**src/rtl/me_search_ctrl_if.sv**
```systemverilog
// rtl/me_search_ctrl_if.sv - handshake, candidate and result bus of the motion-estimation search controller
interface me_search_ctrl_if #(
    parameter int RANGE = 8,
    parameter int SAD_W = 16,
    parameter int MV_W  = $clog2(2 * RANGE) + 1
);
    logic                    start;
    logic                    abort;
    logic                    busy;
    logic                    done;
    logic                    cb_load;
    logic [3:0]              cb_row;
    logic                    cand_valid;
    logic signed [MV_W-1:0]  cand_x;
    logic signed [MV_W-1:0]  cand_y;
    logic                    roll;
    logic                    row_load;
    logic [SAD_W-1:0]        sad16_in;
    logic [4*SAD_W-1:0]      sad8_in;
    logic [SAD_W-1:0]        best_sad16;
    logic signed [MV_W-1:0]  best_mv16_x;
    logic signed [MV_W-1:0]  best_mv16_y;
    logic [4*SAD_W-1:0]      best_sad8;
    logic [4*MV_W-1:0]       best_mv8_x;
    logic [4*MV_W-1:0]       best_mv8_y;

    modport master (
        input  start, abort, sad16_in, sad8_in,
        output busy, done, cb_load, cb_row, cand_valid, cand_x, cand_y, roll, row_load,
               best_sad16, best_mv16_x, best_mv16_y, best_sad8, best_mv8_x, best_mv8_y
    );

    modport slave (
        output start, abort, sad16_in, sad8_in,
        input  busy, done, cb_load, cb_row, cand_valid, cand_x, cand_y, roll, row_load,
               best_sad16, best_mv16_x, best_mv16_y, best_sad8, best_mv8_x, best_mv8_y
    );
endinterface

```
**src/rtl/me_search_ctrl.sv**
```systemverilog
// rtl/me_search_ctrl.sv - full-search motion-estimation controller with 16x16 and 8x8 minimum-SAD trackers
module me_search_ctrl #(
    parameter int RANGE    = 8,
    parameter int LOAD_CYC = 16,
    parameter int PIPE_LAT = 2,
    parameter int SAD_W    = 16,
    parameter int MV_W     = $clog2(2 * RANGE) + 1
) (
    input  logic              clk,
    input  logic              rst,
    me_search_ctrl_if.master  bus
);
    typedef enum logic [2:0] {IDLE, LOAD, SCAN, DRAIN, DONE} state_t;

    localparam logic signed [MV_W-1:0] MV_MIN = MV_W'(-RANGE);
    localparam logic signed [MV_W-1:0] MV_MAX = MV_W'(RANGE - 1);
    localparam int DW = $clog2(PIPE_LAT + 1);

    state_t state, state_n;

    logic                   cb_load_q, cand_valid_q, roll_q, row_load_q, done_q;
    logic [3:0]             cb_row_q;
    logic signed [MV_W-1:0] cand_x_q, cand_y_q, nx, ny;
    logic [DW-1:0]          dcnt;

    logic                   dv [PIPE_LAT];
    logic signed [MV_W-1:0] dx [PIPE_LAT];
    logic signed [MV_W-1:0] dy [PIPE_LAT];

    // Trackers 0..3 are the 8x8 sub-blocks, tracker 4 is the whole 16x16 block
    logic [SAD_W-1:0]       insad [5];
    logic [SAD_W-1:0]       tsad  [5];
    logic [SAD_W-1:0]       nsad  [5];
    logic signed [MV_W-1:0] tmx [5], tmy [5], nmx [5], nmy [5];

    logic [SAD_W-1:0]       best_sad16_q;
    logic signed [MV_W-1:0] best_mv16_x_q, best_mv16_y_q;
    logic [4*SAD_W-1:0]     best_sad8_q;
    logic [4*MV_W-1:0]      best_mv8_x_q, best_mv8_y_q;

    always_comb begin
        state_n = state;
        case (state)
            IDLE:    if (bus.start) state_n = LOAD;
            LOAD:    if (cb_row_q == 4'(LOAD_CYC - 1)) state_n = SCAN;
            SCAN:    if (cand_x_q == MV_MAX && cand_y_q == MV_MAX) state_n = DRAIN;
            DRAIN:   if (dcnt == DW'(PIPE_LAT - 1)) state_n = DONE;
            DONE:    state_n = IDLE;
            default: state_n = IDLE;
        endcase
        if (bus.abort && (state == LOAD || state == SCAN || state == DRAIN))
            state_n = IDLE;
    end

    always_comb begin
        nx = MV_MIN;
        ny = MV_MIN;
        if (state == SCAN) begin
            if (cand_x_q == MV_MAX) begin
                nx = MV_MIN;
                ny = cand_y_q + MV_W'(1);
            end else begin
                nx = cand_x_q + MV_W'(1);
                ny = cand_y_q;
            end
        end
    end

    always_ff @(posedge clk) begin
        if (rst) begin
            state        <= IDLE;
            cb_load_q    <= 1'b0;
            cb_row_q     <= 4'd0;
            cand_valid_q <= 1'b0;
            cand_x_q     <= '0;
            cand_y_q     <= '0;
            roll_q       <= 1'b0;
            row_load_q   <= 1'b0;
            done_q       <= 1'b0;
            dcnt         <= '0;
        end else begin
            state        <= state_n;
            cb_load_q    <= (state_n == LOAD);
            cb_row_q     <= (state_n == LOAD && state == LOAD) ? cb_row_q + 4'd1 : 4'd0;
            cand_valid_q <= (state_n == SCAN);
            cand_x_q     <= (state_n == SCAN) ? nx : '0;
            cand_y_q     <= (state_n == SCAN) ? ny : '0;
            roll_q       <= (state_n == SCAN) && (nx != MV_MIN);
            row_load_q   <= (state_n == SCAN) && (nx == MV_MIN);
            done_q       <= (state_n == DONE);
            dcnt         <= (state == DRAIN) ? dcnt + DW'(1) : '0;
        end
    end

    // Candidate coordinates ride alongside the array latency; abort flushes them
    always_ff @(posedge clk) begin
        if (rst || state_n == IDLE) begin
            for (int i = 0; i < PIPE_LAT; i++) begin
                dv[i] <= 1'b0;
                dx[i] <= '0;
                dy[i] <= '0;
            end
        end else begin
            dv[0] <= cand_valid_q;
            dx[0] <= cand_x_q;
            dy[0] <= cand_y_q;
            for (int i = 1; i < PIPE_LAT; i++) begin
                dv[i] <= dv[i-1];
                dx[i] <= dx[i-1];
                dy[i] <= dy[i-1];
            end
        end
    end

    always_comb begin
        for (int k = 0; k < 4; k++)
            insad[k] = bus.sad8_in[k*SAD_W +: SAD_W];
        insad[4] = bus.sad16_in;
    end

    // Strict less-than keeps the earliest raster candidate on ties
    always_comb begin
        for (int k = 0; k < 5; k++) begin
            nsad[k] = tsad[k];
            nmx[k]  = tmx[k];
            nmy[k]  = tmy[k];
            if (dv[PIPE_LAT-1] && insad[k] < tsad[k]) begin
                nsad[k] = insad[k];
                nmx[k]  = dx[PIPE_LAT-1];
                nmy[k]  = dy[PIPE_LAT-1];
            end
        end
    end

    always_ff @(posedge clk) begin
        if (rst) begin
            for (int k = 0; k < 5; k++) begin
                tsad[k] <= '0;
                tmx[k]  <= '0;
                tmy[k]  <= '0;
            end
        end else if (state == IDLE && state_n == LOAD) begin
            for (int k = 0; k < 5; k++) begin
                tsad[k] <= '1;
                tmx[k]  <= '0;
                tmy[k]  <= '0;
            end
        end else begin
            for (int k = 0; k < 5; k++) begin
                tsad[k] <= nsad[k];
                tmx[k]  <= nmx[k];
                tmy[k]  <= nmy[k];
            end
        end
    end

    // Results are captured with the final compare folded in, so they are valid with done
    always_ff @(posedge clk) begin
        if (rst) begin
            best_sad16_q  <= '0;
            best_mv16_x_q <= '0;
            best_mv16_y_q <= '0;
            best_sad8_q   <= '0;
            best_mv8_x_q  <= '0;
            best_mv8_y_q  <= '0;
        end else if (state == DRAIN && state_n == DONE) begin
            best_sad16_q  <= nsad[4];
            best_mv16_x_q <= nmx[4];
            best_mv16_y_q <= nmy[4];
            for (int k = 0; k < 4; k++) begin
                best_sad8_q[k*SAD_W +: SAD_W] <= nsad[k];
                best_mv8_x_q[k*MV_W +: MV_W]  <= nmx[k];
                best_mv8_y_q[k*MV_W +: MV_W]  <= nmy[k];
            end
        end
    end

    assign bus.busy        = (state != IDLE);
    assign bus.done        = done_q;
    assign bus.cb_load     = cb_load_q;
    assign bus.cb_row      = cb_row_q;
    assign bus.cand_valid  = cand_valid_q;
    assign bus.cand_x      = cand_x_q;
    assign bus.cand_y      = cand_y_q;
    assign bus.roll        = roll_q;
    assign bus.row_load    = row_load_q;
    assign bus.best_sad16  = best_sad16_q;
    assign bus.best_mv16_x = best_mv16_x_q;
    assign bus.best_mv16_y = best_mv16_y_q;
    assign bus.best_sad8   = best_sad8_q;
    assign bus.best_mv8_x  = best_mv8_x_q;
    assign bus.best_mv8_y  = best_mv8_y_q;
endmodule

```
**src/flat_wrapper.sv**
```systemverilog
// flat-port wrapper written by rule: the top's interface ports become plain ports
module me_search_ctrl_flat 
#(
    parameter int RANGE    = 8,
    parameter int LOAD_CYC = 16,
    parameter int PIPE_LAT = 2,
    parameter int SAD_W    = 16,
    parameter int MV_W     = $clog2(2 * RANGE) + 1
)
  (clk, rst, bus_start, bus_abort, bus_sad16_in, bus_sad8_in, bus_busy, bus_done, bus_cb_load, bus_cb_row, bus_cand_valid, bus_cand_x, bus_cand_y, bus_roll, bus_row_load, bus_best_sad16, bus_best_mv16_x, bus_best_mv16_y, bus_best_sad8, bus_best_mv8_x, bus_best_mv8_y);
  me_search_ctrl_if #(.RANGE(RANGE), .SAD_W(SAD_W), .MV_W(MV_W)) bus_i ();
  input  logic clk;
  input  logic rst;
  input wire logic [$bits(bus_i.start)-1:0] bus_start;
  input wire logic [$bits(bus_i.abort)-1:0] bus_abort;
  input wire logic [$bits(bus_i.sad16_in)-1:0] bus_sad16_in;
  input wire logic [$bits(bus_i.sad8_in)-1:0] bus_sad8_in;
  output wire logic [$bits(bus_i.busy)-1:0] bus_busy;
  output wire logic [$bits(bus_i.done)-1:0] bus_done;
  output wire logic [$bits(bus_i.cb_load)-1:0] bus_cb_load;
  output wire logic [$bits(bus_i.cb_row)-1:0] bus_cb_row;
  output wire logic [$bits(bus_i.cand_valid)-1:0] bus_cand_valid;
  output wire logic [$bits(bus_i.cand_x)-1:0] bus_cand_x;
  output wire logic [$bits(bus_i.cand_y)-1:0] bus_cand_y;
  output wire logic [$bits(bus_i.roll)-1:0] bus_roll;
  output wire logic [$bits(bus_i.row_load)-1:0] bus_row_load;
  output wire logic [$bits(bus_i.best_sad16)-1:0] bus_best_sad16;
  output wire logic [$bits(bus_i.best_mv16_x)-1:0] bus_best_mv16_x;
  output wire logic [$bits(bus_i.best_mv16_y)-1:0] bus_best_mv16_y;
  output wire logic [$bits(bus_i.best_sad8)-1:0] bus_best_sad8;
  output wire logic [$bits(bus_i.best_mv8_x)-1:0] bus_best_mv8_x;
  output wire logic [$bits(bus_i.best_mv8_y)-1:0] bus_best_mv8_y;
  assign bus_i.start = bus_start;
  assign bus_i.abort = bus_abort;
  assign bus_i.sad16_in = bus_sad16_in;
  assign bus_i.sad8_in = bus_sad8_in;
  assign bus_busy = bus_i.busy;
  assign bus_done = bus_i.done;
  assign bus_cb_load = bus_i.cb_load;
  assign bus_cb_row = bus_i.cb_row;
  assign bus_cand_valid = bus_i.cand_valid;
  assign bus_cand_x = bus_i.cand_x;
  assign bus_cand_y = bus_i.cand_y;
  assign bus_roll = bus_i.roll;
  assign bus_row_load = bus_i.row_load;
  assign bus_best_sad16 = bus_i.best_sad16;
  assign bus_best_mv16_x = bus_i.best_mv16_x;
  assign bus_best_mv16_y = bus_i.best_mv16_y;
  assign bus_best_sad8 = bus_i.best_sad8;
  assign bus_best_mv8_x = bus_i.best_mv8_x;
  assign bus_best_mv8_y = bus_i.best_mv8_y;
  me_search_ctrl #(.RANGE(RANGE), .LOAD_CYC(LOAD_CYC), .PIPE_LAT(PIPE_LAT), .SAD_W(SAD_W), .MV_W(MV_W)) u_core (.clk(clk), .rst(rst), .bus(bus_i));
endmodule
```
**config.mk**
```make
export PLATFORM = sky130hd
export DESIGN_NAME = me_search_ctrl_flat
export DESIGN_NICKNAME = d
export VERILOG_FILES = /design/src/rtl/me_search_ctrl_if.sv /design/src/rtl/me_search_ctrl.sv /design/src/flat_wrapper.sv
export SDC_FILE = /design/constraint.sdc
export NUM_CORES = 1
export LEC_CHECK = 0
export CELL_PAD_IN_SITES_DETAIL_PLACEMENT = 0
export CELL_PAD_IN_SITES_GLOBAL_PLACEMENT = 1
export CORE_UTILIZATION = 35
export DETAILED_ROUTE_END_ITERATION = 10
export PLACE_DENSITY_LB_ADDON = 0.1
export SYNTH_ARGS = -nofsm -noshare
export SYNTH_HDL_FRONTEND = slang
export SYNTH_SLANG_ARGS = --single-unit
```
**constraint.sdc**
```tcl
create_clock -name clk -period 2.91 [get_ports clk]
set_input_delay 0.291 -clock clk [delete_from_list [all_inputs] [get_ports clk]]
set_output_delay 0.291 -clock clk [all_outputs]
set_load 0.01 [all_outputs]
```
==> reports/metrics.yaml, run 1 <==
setup_path:
  endpoint_kind: "flop"
  cpMostUsedCell: "o211ai_1"
  cp_slowest_cell: "nor4_2"
  cp_slowest_stage_delay_ns: 0.45
  timing_worst_setup_path_type: "flop to flop"
  cp_num_buf_inv: 3
  cp-start-kind: "flop"
  cp.arrival_ns: 3.18
  crit_required_ns: 3.32
  cp_top_family: "simple AND/OR/NAND/NOR gates"
  r2r_slack_ns: 0.15
  crit_fanout: 11
  crit_path_cell_trace: "inv_1 > ha_1 > nand4_1 > nor4_2 > o211ai_1 > o211ai_1 > buf_6 > mux2i_1 > buf_4 > a22oi_1"
  reg2regPathDepth: 10
  path_depth: 10
worst_hold_path:
  worst_hold_path_type: "primary input to flop"
  whs_path_depth: 2
yosys:
  ys_dominant_reg_cell: "dfxtp_1"
  synth_top_area_cell: "edfxtp_1"
  synth_area_mm2: 0.0138
  synth_top_area_share_pct: 28.3
  synth_cell_type_count: 50
  synth-async-reset-ratio_pct: 0
  synthCells: 1304
  yosys_register_bits: 306
  synth_warnings: 0
  synth.avg_cell_area_um2: 10.6
  yosysSeqAreaShare_pct: 53.8
  synthTopCellsByArea: "edfxtp_1, dfxtp_1, mux2i_1"
  synth_edf_count: 130
layout:
  syn_to_final_growth_pct: 34.7
  num_antenna_cells: 0
  fin_nets: 1837
  final_layout_size_suffix_gt1_share_pct: 7.70
  nFillCells: 3731
  fin_util_pct: 47.9
  final_cell_mix: "clkdlybuf4s50_1, nor2_1, dfxtp_1"
  final_common_cell: "clkdlybuf4s50_1"
  multi_input_area_mm2: 0.00619
  seq_area_mm2: 0.00743
power:
  leakage_nw: 7.86
  total_power_w: 0.00984
  power.density_mw_per_mm2: 529
  peakVddDrop_mv: 0.365
routing:
  antenna_left: 0
  post-route-drc-count: 0
  dr_total_vias: 10435
  wl_per_cell_um: 16.1
  viasPerCell: 4.70
  detail_route.iter0.violations: 436
  drt-total-wl_mm: 35.6
  firstDrtPassIters: 4
grt:
  grt_antenna_before_repair: 0
  track_usage_pct: 17.7
  grt_pass1_vias: 10285
  grt-ovfl-total: 0
  grt_start_max_net_pins: 84
  grt_pass1_wl_mm: 56.6
sta:
  min_period_ns: 2.76
  slew_violations: 0
  setup_tns_ns: 0
  finalSetupViolations: 0
  relSlewSlack_pct: 35.5
  clock-skew-final_ns: 0.0207
  fmax_mhz: 362
  report.final.hold_viol_count: 0
  grt_setup_unrepaired: "no"
  fin_crit_sh_pct: 95.0
  worst_slew_pin_slew_ns: 0.967
flow_run:
  drv_cap: 0
clock_network:
  clock_latency_ns: 0.55
  numClockSinks: 306
  ctsLongestPathBuffers: 3
  cts-buffers-inserted: 36
  ctsHoldBuffers: 0
  clk_pin_slew_ns: 0.06
  htreeDepth: 2
  cts_tree: "built"
  cts_root_buffer: "clkbuf_16"
die:
  core_mm2: 0.0388
  rows: 72
  die_w_um: 201
  die_h_um: 201
  die_area_mm2: 0.0403
  initial_core_util_pct: 35.6
  io_pins: 234
placement:
  place_congestion: 0.788
  hpwl_mm: 24.6
  port_buffers: 233
run_status:
  status: "completed"
## final timing paths
kind	startpoint	endpoint
hold reg to reg	u_core.dx[0][4]$_SDFF_PP0_	u_core.dx[0][9]$_SDFF_PP0_
hold / removal	rst	u_core.bus.best_mv16_y[4]$_SDFFE_PP0P_
setup / recovery	u_core.tsad[0][78]$_DFFE_PP_	u_core.bus.best_sad16[15]$_SDFFE_PP0P_
setup reg to reg	u_core.tsad[0][78]$_DFFE_PP_	u_core.bus.best_sad16[15]$_SDFFE_PP0P_
## per-layer routing
| metal | track usage [%] | vias up | share of wire (%) |
|---|---|---|---|
| li1 | - | 5316 | - |
| met1 | 23.6 | 4878 | 47 |
| met2 | 28.5 | 196 | 46 |
| met3 | 3.75 | 45 | 4.7 |
| met4 | 5.97 | 0 | 2.2 |
| met5 | 0 | - | 0 |
## flip-flops by register name, summed over array words and instances (netlist names)
name                    count
u_core.bus.cand_x           5
u_core.bus.best_mv8_x      20
u_core.state                3
u_core.dcnt                 2
u_core.bus.best_sad16      16
u_core.tmx                 25
u_core.bus.best_mv16_x      5
u_core.bus.roll             1
u_core.bus.best_sad8       64
u_core.tsad                80
u_core.bus.best_mv16_y      5
u_core.bus.done             1
u_core.bus.best_mv8_y      20
u_core.dy                  10
u_core.bus.cand_valid       1
u_core.bus.cb_row           4
u_core.bus.cand_y           5
u_core.tmy                 25
u_core.bus.row_load         1
u_core.dx                  10
u_core.bus.cb_load          1
u_core.dv                   2
## report_power, final
group | total, W | switching, W | internal, W
logic | 0.000788 | 0.000438 | 0.000350
clock network | 0.00438 | 0.00179 | 0.00258
registers | 0.00468 | 0.0000529 | 0.00463
## logic make-up after synthesis
group	Yosys count	share of synthesized area [%]
muxes	116	8.41
DFF	306	53.8
adders and majority gates	79	7.16
other	1	0.0271
xor gates and xnor gates	8	0.507
AOI/OAI and AO/OA	288	14.6
buffers and inverters	170	5.04
and+or+nand+nor	336	10.5
## stage by stage
step / instances / hold WS (ns) / setup slack [ns] / cell area [um^2]
final: 2220 / 0.234 / 0.145 / 18600
after global routing: 2220 / 0.254 / 0.0236 / 18600
after CTS: 2220 / 0.219 / 0.0785 / 18600
after detailed placement: 2154 / 0.410 / -0.454 / 17400
after global placement: 2154 / 0.414 / -0.476 / 17400
after floorplan: 1433 / 0.406 / 0.489 / 14300
## synthesized netlist by cell type, types with 2 or more instances
cell type and n:
mux2i_1 116, nand3_1 11, a22oi_1 7, a311oi_2 10, nor3b_1 3, ha_1 79, buf_2 5, a311oi_1 6
clkbuf_1 69, xor2_1 4, o211ai_1 8, nor2b_1 2, and3_1 2, nor4_1 7, nand2_1 60, and2_1 22
nand2b_1 13, dfxtp_1 176, a2111o_1 4, o21ai_0 13, a21oi_1 97, o21a_1 5, nand4_1 10, buf_4 8
a31oi_1 17, edfxtp_1 130, clkbuf_2 3, nor3_1 3, nor2_1 198, a211oi_1 112, xnor2_1 4, inv_1 82
## final cells by class
cell class	instances	area share, %
repair buffers	291	15.5
flip-flops and latches	306	39.9
multi-input cells	957	33.3
clock buffers	56	5.85
well taps	518	3.48
inverters	82	1.65
clock inverters	10	0.323
## repair_timing
| item | in CTS | in global routing |
|---|---|---|
| setup buffers | 0 | 0 |
| gates resized for setup | 1 | 1 |
| setup endpoints to repair | 2 | 2 |
Power figures use the tool's default switching activity.
==> run 2: changes to the inputs <==
==> constraint.sdc (replaced) <==
create_clock -name clk -period 3.4 [get_ports clk]
set_input_delay 0.34 -clock clk [delete_from_list [all_inputs] [get_ports clk]]
set_output_delay 0.34 -clock clk [all_outputs]
set_load 0.01 [all_outputs]
==> reports/metrics.yaml, run 2 (synthesis results as in run 1) <==
setup_path:
  r2r_slack_ns: 0.26  # was 0.15 ns
  cp_slowest_cell: "nor4_1"  # was nor4_2
  crit_fanout: 20  # was 11
  cp-start-kind: "flop"  # unchanged
  crit_required_ns: 3.64  # was 3.32 ns
  reg2regPathDepth: 9  # was 10
  cpMostUsedCell: "o211ai_1"  # unchanged
  timing.rr.end: "u_core.tsad[0][70]$_DFFE_PP_"  # was u_core.bus.best_sad16[15]$_SDFFE_PP0P_
  crit_path_cell_trace: "inv_1 > ha_1 > nand4_1 > nor4_1 > o211ai_1 > o211ai_1 > buf_4 > mux2i_1 > a21oi_1"  # was inv_1 > ha_1 > nand4_1 > nor4_2 > o211ai_1 > o211ai_1 > buf_6 > mux2i_1 > buf_4 > a22oi_1
  timing_worst_setup_path_type: "flop to flop"  # unchanged
  cp.arrival_ns: 3.39  # was 3.18 ns
  cp_slowest_stage_delay_ns: 0.58  # was 0.45 ns
  endpoint_kind: "flop"  # unchanged
  reg2reg_from: "u_core.tsad[0][78]$_DFFE_PP_"  # unchanged
layout:
  regMostFlops: "u_core.tsad"  # unchanged
  num_antenna_cells: 0  # unchanged
  largest_reg_flops: 80  # unchanged
  fin_nets: 1800  # was 1837
  final_common_cell: "clkdlybuf4s50_1"  # unchanged
  syn_to_final_growth_pct: 33.3  # was 34.7%
  final_layout_size_suffix_gt1_share_pct: 5.65  # was 7.70%
  final_cell_mix: "clkdlybuf4s50_1, nor2_1, dfxtp_1"  # unchanged
power:
  intPower_w: 0.00678  # was 0.00756 W
  seq_power_share_pct: 45.8  # was 47.5%
  p_switching_w: 0.00197  # was 0.00228 W
  power.density_mw_per_mm2: 476  # was 529 mW/mm^2
  leakage_nw: 7.72  # was 7.86 nW
  power.share.combinational_pct: 7.3  # was 8.0%
  clockPowerShare_pct: 47.0  # was 44.4%
  switching_share_pct: 22.5  # was 23.2%
  peakVddDrop_mv: 0.283  # was 0.365 mV
grt:
  grt_pass1_wl_mm: 57.6  # was 56.6 mm
  grt-ovfl-total: 0  # unchanged
  grt_antenna_before_repair: 0  # unchanged
  grt_start_max_net_pins: 213  # was 84
  grt_pass1_vias: 10283  # was 10285
  track_usage_pct: 18.0  # was 17.7%
routing:
  viasPerCell: 4.71  # was 4.70
  wl_per_cell_um: 16.4  # was 16.1 um
  dr_total_vias: 10272  # was 10435
  firstDrtPassIters: 4  # unchanged
  drt-total-wl_mm: 35.7  # was 35.6 mm
  detail_route.iter0.violations: 367  # was 436
  antenna_left: 0  # unchanged
  post-route-drc-count: 0  # unchanged
flow_run:
  drv_cap: 0  # unchanged
sta:
  grt_setup_unrepaired: "no"  # unchanged
  fmax_mhz: 318  # was 362 MHz
  report.final.hold_viol_count: 0  # unchanged
  fin_crit_sh_pct: 92.5  # was 95.0%
  setup_slack_ns: 0.255  # was 0.145 ns
  min_period_ns: 3.14  # was 2.76 ns
  relSlewSlack_pct: 18.2  # was 35.5%
  slew_violations: 0  # unchanged
  worst_slew_pin_slew_ns: 1.23  # was 0.967 ns
  finalSetupViolations: 0  # unchanged
  setup_tns_ns: 0  # unchanged
  clock-skew-final_ns: 0.0197  # was 0.0207 ns
worst_hold_path:
  worst_hold_path_type: "primary input to flop"  # unchanged
  holdPathEnd: "u_core.bus.cb_load$_SDFF_PP0_"  # was u_core.bus.best_mv16_y[4]$_SDFFE_PP0P_
  hp-start: "rst"  # unchanged
  whs_path_depth: 4  # was 2
placement:
  port_buffers: 233  # unchanged
  place_congestion: 0.784  # was 0.788
  dp_worst_setup_slack_ns: -0.173  # was -0.454 ns
  hpwl_mm: 24.1  # was 24.6 mm
clock_network:
  numClockSinks: 306  # unchanged
  post_cts_buffers: 0  # unchanged
  htreeDepth: 2  # unchanged
  ctsLongestPathBuffers: 3  # unchanged
  cts-resized-gates: 0  # was 1
  cts-buffers-inserted: 37  # was 36
  clock_latency_ns: 0.54  # was 0.55 ns
  ctsHoldBuffers: 0  # unchanged
  cts_root_buffer: "clkbuf_16"  # unchanged
  clk_pin_slew_ns: 0.06  # about the same
  cts_tree: "built"  # unchanged
die:
  rows: 72  # unchanged
  die_h_um: 201  # unchanged
  core_mm2: 0.0388  # unchanged
  initial_core_util_pct: 35.6  # unchanged
  die_area_mm2: 0.0403  # unchanged
  die_w_um: 201  # unchanged
  io_pins: 234  # unchanged
run_status:
  status: "completed"  # unchanged
run 2: cell types whose count changed in the layout (fill, tap and decap cells not counted), sizes merged:
cell	change
bufinv	+3
clkbuf	+3
buf	-38
clkinv	-5
run 2: final cells by class:
class	count	area [um^2]
clock inverters	8	120
flip-flops and latches	306	7430
fillers	3669	20400
inverters	82	308
multi-input cells	957	6180
repair buffers	253	2570
clock buffers	59	1150
well taps	518	648
run 2: layer usage:
layer | vias to the layer above | part of all wire (%) | track usage, %
li1 | 5224 | - | -
met1 | 4798 | 48 | 24.0
met2 | 200 | 45 | 29.1
met3 | 50 | 5.1 | 4.68
met4 | 0 | 2.0 | 4.80
met5 | - | 0 | 0
run 2: critical path, delay by kind of cell, from the launching register on:
kind	cells	cell delay, ns
flops	1	0.34
buf+inv	2	0.47
fa+ha+maj	1	0.30
mux	1	0.35
simple gates	2	0.72
compound gates	3	0.67
run 2: how the worst max path moves through the flow:
stage | from | cells after the start | to
after floorplan | u_core.tsad[0][42]$_DFFE_PP_ | 9 | u_core.tmx[0][11]$_SDFFCE_PN0P_
after global placement | bus_sad16_in[14] | 9 | u_core.tsad[0][70]$_DFFE_PP_
after CTS | u_core.tsad[0][78]$_DFFE_PP_ | 9 | u_core.tsad[0][70]$_DFFE_PP_
after global routing | u_core.tsad[0][78]$_DFFE_PP_ | 9 | u_core.tsad[0][70]$_DFFE_PP_
final | u_core.tsad[0][78]$_DFFE_PP_ | 9 | u_core.tsad[0][70]$_DFFE_PP_
after detailed placement | bus_sad16_in[14] | 9 | u_core.tsad[0][70]$_DFFE_PP_
run 2: power by group through the flow:
stage	combinational (W)	clock, W	sequential [W]
after floorplan	0.000401	0	0.00407
after global placement	0.000632	0	0.00408
after detailed placement	0.000640	0	0.00409
after CTS	0.000645	0.00425	0.00401
after global routing	0.000732	0.00440	0.00402
final	0.000637	0.00411	0.00401
run 2: metrics by stage:
stage          cells  hold WS, ns  total power [W]  utilization, %  area (um^2)
6_report        2183        0.156          0.00876            47.4        18400
3_5_place_dp    2116        0.410          0.00472            44.1        17100
3_3_place_gp    2116        0.409          0.00471            44.1        17100
2_1_floorplan   1433        0.406          0.00447               -        14300
5_1_grt         2183        0.143          0.00915            47.4        18400
4_1_cts         2183        0.115          0.00890            47.4        18400
==> run 3: changes to the inputs <==
--- a/config.mk
+++ b/config.mk
@@ -10,6 +10,7 @@
 export CORE_UTILIZATION = 35
 export DETAILED_ROUTE_END_ITERATION = 10
 export PLACE_DENSITY_LB_ADDON = 0.1
+export RECOVER_POWER = 100
 export SYNTH_ARGS = -nofsm -noshare
 export SYNTH_HDL_FRONTEND = slang
 export SYNTH_SLANG_ARGS = --single-unit
==> reports/metrics.yaml, run 3 (synthesis results as in run 1) <==
run_status:
  status: "completed"  # unchanged
layout:
  seq_area_mm2: 0.00743  # unchanged
  final_cell_mix: "nor2_1, dfxtp_1, dlygate4sd3_1"  # was clkdlybuf4s50_1, nor2_1, dfxtp_1
  num_antenna_cells: 0  # unchanged
  largest_reg_flops: 80  # unchanged
  final_layout_size_suffix_gt1_share_pct: 4.92  # was 5.65%
  fin_nets: 1800  # unchanged
  final_common_cell: "nor2_1"  # was clkdlybuf4s50_1
  multi_input_area_mm2: 0.00615  # was 0.00618 mm^2
  regMostFlops: "u_core.tsad"  # unchanged
  syn_to_final_growth_pct: 32.6  # was 33.3%
  nFillCells: 3681  # was 3669
  final_cells: 2183  # unchanged
worst_hold_path:
  worst_hold_path_type: "primary input to flop"  # unchanged
  hp-start: "rst"  # unchanged
power:
  leakage_nw: 8.21  # was 7.72 nW
  power.density_mw_per_mm2: 478  # was 476 mW/mm^2
  peakVddDrop_mv: 0.283  # about the same
placement:
  place_congestion: 0.784  # unchanged
  dp_cells: 2116  # unchanged
  port_buffers: 233  # unchanged
  hpwl_mm: 24.1  # unchanged
sta:
  worst_slew_pin_slew_ns: 1.24  # was 1.23 ns
  slew_violations: 0  # unchanged
  finalSetupViolations: 0  # unchanged
  fmax_mhz: 318  # about the same
  min_period_ns: 3.14  # about the same
  grt_setup_unrepaired: "no"  # unchanged
  clock-skew-final_ns: 0.0214  # was 0.0197 ns
  holdWs_ns: 0.154  # was 0.156 ns
  relSlewSlack_pct: 17.2  # was 18.2%
  fin_crit_sh_pct: 92.4  # was 92.5%
  report.final.hold_viol_count: 0  # unchanged
die:
  initial_core_util_pct: 35.6  # unchanged
  die_area_mm2: 0.0403  # unchanged
  rows: 72  # unchanged
  die_h_um: 201  # unchanged
  core_mm2: 0.0388  # unchanged
  die_w_um: 201  # unchanged
  io_pins: 234  # unchanged
setup_path:
  endpoint_kind: "flop"  # unchanged
  startpoint: "u_core.tsad[0][78]$_DFFE_PP_"  # unchanged
  timing.rr.end: "u_core.tsad[0][70]$_DFFE_PP_"  # unchanged
  reg2reg_from: "u_core.tsad[0][78]$_DFFE_PP_"  # unchanged
  timing_worst_setup_path_type: "flop to flop"  # unchanged
  reg2regPathDepth: 9  # unchanged
  cp.arrival_ns: 3.38  # was 3.39 ns
  crit_required_ns: 3.64  # about the same
  cp-start-kind: "flop"  # unchanged
  r2r_slack_ns: 0.26  # about the same
  crit_fanout: 20  # unchanged
  cp-endpoint: "u_core.tsad[0][70]$_DFFE_PP_"  # unchanged
routing:
  post-route-drc-count: 0  # unchanged
  viasPerCell: 4.72  # was 4.71
  drt-total-wl_mm: 35.7  # about the same
  firstDrtPassIters: 5  # was 4
  antenna_left: 0  # unchanged
  detail_route.iter0.violations: 352  # was 367
  wl_per_cell_um: 16.4  # about the same
  dr_total_vias: 10307  # was 10272
clock_network:
  clk_pin_slew_ns: 0.06  # about the same
  post_cts_buffers: 0  # unchanged
  cts-buffers-inserted: 37  # unchanged
  cts-resized-gates: 0  # unchanged
  cts_tree: "built"  # unchanged
  cts_root_buffer: "clkbuf_16"  # unchanged
  ctsHoldBuffers: 0  # unchanged
  ctsLongestPathBuffers: 3  # unchanged
  clock_latency_ns: 0.54  # about the same
  htreeDepth: 2  # unchanged
  numClockSinks: 306  # unchanged
grt:
  track_usage_pct: 18.0  # unchanged
  grt_start_max_net_pins: 213  # unchanged
  grt-ovfl-total: 0  # unchanged
  grt_antenna_before_repair: 0  # unchanged
  grt_pass1_vias: 10283  # unchanged
  grt_pass1_wl_mm: 57.6  # unchanged
flow_run:
  drv_cap: 0  # unchanged
==> run 3: cell count changes in the layout (fill, tap and decap cells not counted), sizes merged <==
| cell | change |
|---|---|
| buf | -9 |
| clkbuf | +9 |
| clkdlybuf4s50 | -150 |
| dlygate4sd3 | +150 |
==> run 3: layer usage <==
layer / GRT usage (%) / wire length (um) / vias up
li1: - / - / 5231
met1: 24.0 / 17000 / 4833
met2: 29.1 / 16300 / 194
met3: 4.68 / 1760 / 49
met4: 4.80 / 730 / 0
met5: 0 / 0 / -
==> run 3: worst min path at each step <==
stage	end	slack, ns	cells after the start
finish	u_core.bus.cb_load$_SDFF_PP0_	0.15	4
global route	u_core.bus.cb_load$_SDFF_PP0_	0.14	4
global placement	u_core.dx[0][5]$_SDFF_PP0_	0.41	1
floorplan	u_core.dv[0][1]$_SDFF_PP0_	0.41	1
detailed placement	u_core.dx[0][5]$_SDFF_PP0_	0.41	1
CTS	u_core.bus.cb_load$_SDFF_PP0_	0.12	4
==> run 3: area by class of cell <==
cell class                 count  share of cell area (%)
sequential                   306                    40.5
multi-input combinational    957                    33.6
tap                          518                    3.54
timing repair buffer         253                    13.7
inverter                      82                    1.68
clock buffer                  59                    6.29
clock inverter                 8                   0.656
==> run 3: per-stage QoR <==
| step | total power, W | TNS (ns) | worst slack, ns | area, um^2 | util (%) |
|---|---|---|---|---|---|
| 2_1_floorplan | 0.00447 | 0 | 0.979 | 14300 | - |
| 3_3_place_gp | 0.00471 | -0.922 | -0.129 | 17100 | 44.1 |
| 3_5_place_dp | 0.00472 | -1.58 | -0.173 | 17100 | 44.1 |
| 4_1_cts | 0.00890 | 0 | 0.270 | 18400 | 47.4 |
| 5_1_grt | 0.00915 | 0 | 0.0110 | 18300 | 47.2 |
| 6_report | 0.00876 | 0 | 0.258 | 18300 | 47.2 |
==> run 3: report_power, final <==
group          switching [W]  internal, W
clock                0.00156      0.00255
sequential         0.0000453      0.00396
combinational       0.000364     0.000269
total                0.00197      0.00678
==> run 3: worst max-delay path, cell delays in order (launching register included) <==
cell and delay [ns]:
edfxtp_1 0.34, inv_1 0.05, ha_1 0.30, nand4_1 0.14
nor4_1 0.58, o211ai_1 0.30, o211ai_1 0.23, buf_4 0.42
mux2i_1 0.35, a21oi_1 0.11
